### src/rtl/rand_index_sel_pkg.sv
// Shared constants for the candidate-selection engine.
// Holds the move-count limit, the index/count widths and the FSM state
// encoding used by rand_index_sel.
package rand_index_sel_pkg;

  localparam int MAX_MOVE_COUNT = 256;
  localparam int IDX_W          = 8;   // index range 0..255
  localparam int CNT_W          = 9;   // count range 0..256
  localparam int SLICES         = 4;   // 8-bit slices tried per random word

  typedef enum logic [1:0] {
    ST_IDLE   = 2'd0,
    ST_SAMPLE = 2'd1,
    ST_DONE   = 2'd2
  } sel_state_t;

endpackage

### src/rtl/rand_index_sel_mask.sv
// rand_mask_gen: combinational mask generator.
// Produces the smallest (2^k - 1) that covers count-1, so a masked random
// byte lands in [0, 2*count) and rejection sampling keeps its odds above 1/2.
// Ports:
//   i_count [8:0] : number of candidates, 0..256
//   o_mask  [7:0] : covering mask (0 for count 0 or 1)
module rand_mask_gen
  import rand_index_sel_pkg::*;
(
  input  logic [CNT_W-1:0] i_count,
  output logic [IDX_W-1:0] o_mask
);

  logic [IDX_W-1:0] w_m;
  logic [IDX_W-1:0] w_s;

  always_comb begin
    // 8-bit subtraction: count 256 wraps to 255, which is the wanted value.
    w_m = i_count[IDX_W-1:0] - 8'd1;
    // Smear the highest set bit downwards.
    w_s = w_m;
    w_s = w_s | (w_s >> 1);
    w_s = w_s | (w_s >> 2);
    w_s = w_s | (w_s >> 4);
    o_mask = (i_count == '0) ? '0 : w_s;
  end

endmodule

### src/rtl/rand_index_sel.sv
// rand_index_sel: maps a free-running 32-bit random word to an unbiased
// index in [0, count) by rejection sampling. Four masked byte slices are
// tried per cycle; after MAX_WORDS fully rejected words a deterministic
// fallback folds slice 0 back into range.
// Ports:
//   clk, reset        : clock, synchronous active-high reset
//   rand_in [31:0]    : random word, used only while sampling
//   req_valid/ready   : request handshake, req_count [8:0] = 0..256
//   idx_valid/ready   : result handshake, result held until accepted
//   idx [7:0]         : selected index
//   idx_err           : request had count 0 (idx = 0)
//   idx_fallback      : result came from the fallback path
module rand_index_sel
  import rand_index_sel_pkg::*;
#(
  parameter int MAX_WORDS = 4   // legal 1..15
)(
  input  logic             clk,
  input  logic             reset,
  input  logic [31:0]      rand_in,
  input  logic             req_valid,
  input  logic [CNT_W-1:0] req_count,
  output logic             req_ready,
  output logic             idx_valid,
  output logic [IDX_W-1:0] idx,
  output logic             idx_err,
  output logic             idx_fallback,
  input  logic             idx_ready
);

  localparam logic [3:0] LAST_WORD = 4'(MAX_WORDS - 1);

  sel_state_t       r_state;
  logic [CNT_W-1:0] r_count;
  logic [IDX_W-1:0] r_mask;
  logic [3:0]       r_attempt;
  logic             r_valid;
  logic [IDX_W-1:0] r_idx;
  logic             r_err;
  logic             r_fb;

  logic [IDX_W-1:0]              w_req_mask;
  logic [SLICES-1:0][IDX_W-1:0]  w_slice;
  logic [SLICES-1:0]             w_hit;
  logic                          w_any;
  logic [IDX_W-1:0]              w_sel;
  logic [IDX_W-1:0]              w_fb_idx;

  rand_mask_gen u_mask (
    .i_count (req_count),
    .o_mask  (w_req_mask)
  );

  always_comb begin
    w_any = 1'b0;
    w_sel = '0;
    for (int i = 0; i < SLICES; i++) begin
      w_slice[i] = rand_in[8*i +: 8] & r_mask;
      // Zero-extend so count 256 accepts every slice.
      w_hit[i]   = {1'b0, w_slice[i]} < r_count;
    end
    // Scan high to low so the lowest accepted slice wins.
    for (int i = SLICES - 1; i >= 0; i--) begin
      if (w_hit[i]) begin
        w_any = 1'b1;
        w_sel = w_slice[i];
      end
    end
    // slice_0 >= count > (mask+1)/2 whenever this is used, so it stays in range.
    w_fb_idx = w_slice[0] - ((r_mask >> 1) + 8'd1);
  end

  always_ff @(posedge clk) begin
    if (reset) begin
      r_state   <= ST_IDLE;
      r_count   <= '0;
      r_mask    <= '0;
      r_attempt <= '0;
      r_valid   <= 1'b0;
      r_idx     <= '0;
      r_err     <= 1'b0;
      r_fb      <= 1'b0;
    end else begin
      case (r_state)
        ST_IDLE: begin
          if (req_valid) begin
            r_count   <= req_count;
            r_mask    <= w_req_mask;
            r_attempt <= '0;
            if (req_count == 9'd0) begin
              r_idx   <= '0;
              r_err   <= 1'b1;
              r_valid <= 1'b1;
              r_state <= ST_DONE;
            end else if (req_count == 9'd1) begin
              r_idx   <= '0;
              r_valid <= 1'b1;
              r_state <= ST_DONE;
            end else begin
              r_state <= ST_SAMPLE;
            end
          end
        end
        ST_SAMPLE: begin
          if (w_any) begin
            r_idx   <= w_sel;
            r_valid <= 1'b1;
            r_state <= ST_DONE;
          end else begin
            r_attempt <= r_attempt + 4'd1;
            if (r_attempt == LAST_WORD) begin
              r_idx   <= w_fb_idx;
              r_fb    <= 1'b1;
              r_valid <= 1'b1;
              r_state <= ST_DONE;
            end
          end
        end
        ST_DONE: begin
          if (idx_ready) begin
            r_valid <= 1'b0;
            r_idx   <= '0;
            r_err   <= 1'b0;
            r_fb    <= 1'b0;
            r_state <= ST_IDLE;
          end
        end
        default: r_state <= ST_IDLE;
      endcase
    end
  end

  assign req_ready    = (r_state == ST_IDLE);
  assign idx_valid    = r_valid;
  assign idx          = r_idx;
  assign idx_err      = r_err;
  assign idx_fallback = r_fb;

endmodule

### config.mk
export PLATFORM = sky130hd
export DESIGN_NAME = rand_index_sel
export DESIGN_NICKNAME = d
export VERILOG_FILES = /design/src/rtl/rand_index_sel_pkg.sv /design/src/rtl/rand_index_sel_mask.sv /design/src/rtl/rand_index_sel.sv
export SDC_FILE = /design/constraint.sdc
export NUM_CORES = 1
export LEC_CHECK = 0
export CAP_MARGIN = 20
export CORE_ASPECT_RATIO = 0.7
export CORE_MARGIN = 2
export CORE_UTILIZATION = 50
export DETAILED_ROUTE_END_ITERATION = 16
export PLACE_DENSITY = 0.75
export SLEW_MARGIN = 20
export SYNTH_ARGS = -nofsm -noshare
export SYNTH_HDL_FRONTEND = slang
export SYNTH_SLANG_ARGS = --single-unit
### constraint.sdc
create_clock -name clk -period 6.52 [get_ports clk]
set_input_delay 1.956 -clock clk [delete_from_list [all_inputs] [get_ports clk]]
set_output_delay 1.956 -clock clk [all_outputs]
set_load 0.01 [all_outputs]
==> metrics.md <==
| Metric | Value |
|---|---|
| Outcome | `completed` |
| First-pass GRT wire length | `14600 um` |
| Setup Crit Path Kind | `in2reg` |
| Post-DRT Antenna Nets | `0` |
| Initial DRC count | `196` |
| Synthesized Nets | `478` |
| Drt total wl | `9280 um` |
| Post-CTS setup buffer count | `0` |
| Final Setup Violations | `0` |
| Max clock buf depth | `2` |
| Hold Crit Depth | `2` |
| R2R depth | `8` |
| CTS Buf Count | `5` |
| Max-slew violations | `0` |
| Synth cell types | `64` |
| Tmin final | `4.67 ns` |
| Hold buffers post-CTS | `0` |
| Pleak | `0.00158 uW` |
| Comb power frac | `55.0%` |
| Core box area | `6160 um2` |
| Die height | `70.3 um` |
| Antenna diodes | `0` |
| HPWL Detailed | `7290 um` |
| R2r endpoint | `idx[3]` |
| R2R setup slack | `about 3.5 ns` |
| Vias/cell | `between 6 and 7` |
| Sum Neg Setup Slack | `0 ns` |
| Place WS | `1.47 ns` |
| DP Area | `3740 um2` |
| #FFs+latches synth | `34` |
| PostCTS Resize Cnt | `0` |
| Period Utilization, post-route | `71.6%` |
| Post-synth EDFFs | `0` |
| Worst Clk Skew | `0.00420 ns` |
| Post-synth top area share | `21.7%` |
| Synth top area cells | `dfxtp_1, ha_1, nand2_1, and2_1, a21oi_1` |
| Sw Ratio | `43.0%` |
| RD Place Congestion | `0.945` |
| HP Class | `reg2reg` |
| CTS tree | `built` |
| Final-report hold violation count | `0` |
| Largest net degree at the start of global routing | `21` |
| Chip width | `98.7 um` |
| Die ar. | `6940 um2` |
| Crit-path cells | `clkdlybuf4s50_1 > and2_1 > ha_1 > o21ai_0 > a211oi_1 > o21ai_1 > nor4_4 > o21ai_0 > a32o_1` |
| Worst-skew pair later-pin latency | `0.30 ns` |
| Maximum vdd drop | `0.000151 V` |
| Hold WS | `0.460 ns` |
| Switching power | `497 uW` |
| Avg Inst Size Synth | `around 8 um2` |
| Synth-to-layout area growth | `23.5%` |
| GR Overflow Total | `0` |
| Routed len/inst | `17.7 um` |
| Drc violations | `0` |
| Ys flop type | `dfxtp_1` |
| CP endpoint kind | `register` |
| Initial antenna violation count | `0` |
| GRT Total Usage | `26.5%` |
| Critical Path Most Common Cell | `o21ai_0` |
| Most frequent cells after synthesis | `nand2_1, ha_1, a21oi_1, dfxtp_1, and2_1` |
| Crit path buf inv count | `1` |
| Min setup slack post-route | `between 1.5 and 2 ns` |
| CTS H-tree lvls | `2` |
| Finished Cell Area | `3880 um2` |
| RSZ-0062 raised after global routing | `no` |
| Crit path DAT | `between 4 and 5 ns` |
| Cell Area, Synth | `3140 um2` |
| Slowest cell on crit path | `nor4_4` |
| Number of max-cap violations | `0` |
| TritonRoute pass-1 iters | `5` |
| Sequential share of the synthesized area | `between 20 and 25%` |
| Startpoint types | `input pin` |
| Seq pwr share | `24.1%` |
| CTS root buffer | `clkbuf_8` |
| CTS clock-pin slew for the worst setup and hold paths | `0.08 ns` |
| DR vias | `around 3200` |
| Max Freq | `214 MHz` |
| Critical Path RT | `6.71 ns` |
| Cells after Synth | `393` |
| CP top delay family | `compound AO/OA/AOI/OAI gates` |
| Int Power | `658 uW` |
| Share of cells above drive strength 1 | `under 10%` |
| Ports | `57` |
| Cell area power density | `298 nW/um2` |
| Hold endpoint | `r_count[4]` |
| Area leader, netlist | `dfxtp_1` |
| Reg-to-reg critical path startpoint | `r_mask[6]` |
| # nets final | `530` |
| CP peak stage delay | `around 0.67 ns` |
| Slew margin rel. | `42.6%` |
| IO buf count | `56` |
| Rows | `24` |
| Yosys Warn Count | `0` |
| Starting Density | `51.0%` |
| Utilization after layout | `63.0%` |
| Most frequent cell after synthesis | `nand2_1` |
| Post-synthesis async set-or-reset flop share | `0%` |
| Clock share of power | `20.9%` |
| Vias in the first global route | `around 3000` |
| Worst hold path startpoint | `r_count[4]` |
| Actual slew at the worst max-slew pin | `between 0.8 and 0.9 ns` |
| Layout fillers | `572` |
| Worst Path Max Fanout | `11` |
| Total clock sinks | `34` |
## area by class of cell
class                           count  area, um2  area share (%)
Clock buffer                        5       68.8            1.77
Clock inverter                      3       68.8            1.77
Sequential cell                    34        681            17.5
Timing Repair Buffer               56        561            14.4
Multi-Input combinational cell    324       2310            59.6
Tap cell                           78       97.6            2.51
Inverter                           24       90.1            2.32
## routing by layer
metal | routed length, um | up-vias | part of all wire [%] | global-route usage (%)
met5 | 0 | - | 0 | 0
met4 | 76 | 0 | 0.82 | 4.57
met3 | 642 | 12 | 6.9 | 5.81
met2 | 3860 | 109 | 42 | 39.1
met1 | 4700 | 1505 | 51 | 39.9
li1 | - | 1551 | - | -
## logic make-up after synthesis
logic type / share of synthesized area (%)
mux: 2.95
xor+xnor: 2.79
fa+ha+maj: 16.2
buf+inv: 4.66
compound gates: 26.9
simple gates: 24.9
flops: 21.7
## registers in the layout, indices dropped and copies added (netlist names)
register,count
idx,8
r_mask,8
r_count,9
r_attempt,4
idx_fallback,1
idx_valid,1
idx_err,1
r_state,2
## worst max path at each step
stage               start  cells past startpoint     end  slack (ns)
2_1_floorplan  rand_in[6]                      8  idx[6]        2.56
3_3_place_gp   rand_in[6]                      9  idx[6]        1.63
3_5_place_dp   rand_in[6]                      9  idx[6]        1.47
4_1_cts        rand_in[6]                      9  idx[3]        1.76
5_1_grt        rand_in[6]                      9  idx[3]        1.75
6_report       rand_in[6]                      9  idx[3]        1.85
## worst register-to-register path, cell delays in order, from the launching register on
cell and delay (ns):
dfxtp_1 0.41, and2_1 0.22, ha_1 0.30, o21ai_0 0.09, a211oi_1 0.40, o21ai_1 0.40
nor4_4 0.67, o21ai_0 0.20, a32o_1 0.26
## layout by cell type, fill, tap and decap left out, drive strengths merged, types with 5 or more instances in the layout
master	n
and2	28
inv	24
or3	5
o22ai	5
nand4	6
o21ai	16
nand2	47
xor2	6
nor2b	6
a21oi	34
o21a	5
clkbuf	5
clkdlybuf4s50	56
nand3	6
nor3	5
nor2	24
a211oi	6
ha	39
mux2i	7
o211ai	7
dfxtp	34
## power groups by stage
| stage | registers (uW) | logic [uW] | clock network (uW) |
|---|---|---|---|
| after floorplan | 269 | 456 | 0 |
| after global placement | 282 | 602 | 0 |
| after detailed placement | 282 | 613 | 0 |
| after CTS | 277 | 620 | 243 |
| after global routing | 282 | 689 | 254 |
| final | 278 | 635 | 242 |
## per-stage QoR
stage / total power (uW) / std cells
floorplan: 725 / 393
finish: 1160 / 524
global placement: 884 / 516
CTS: 1140 / 524
detailed placement: 895 / 516
global route: 1230 / 524
Power figures use the tool's default switching activity.
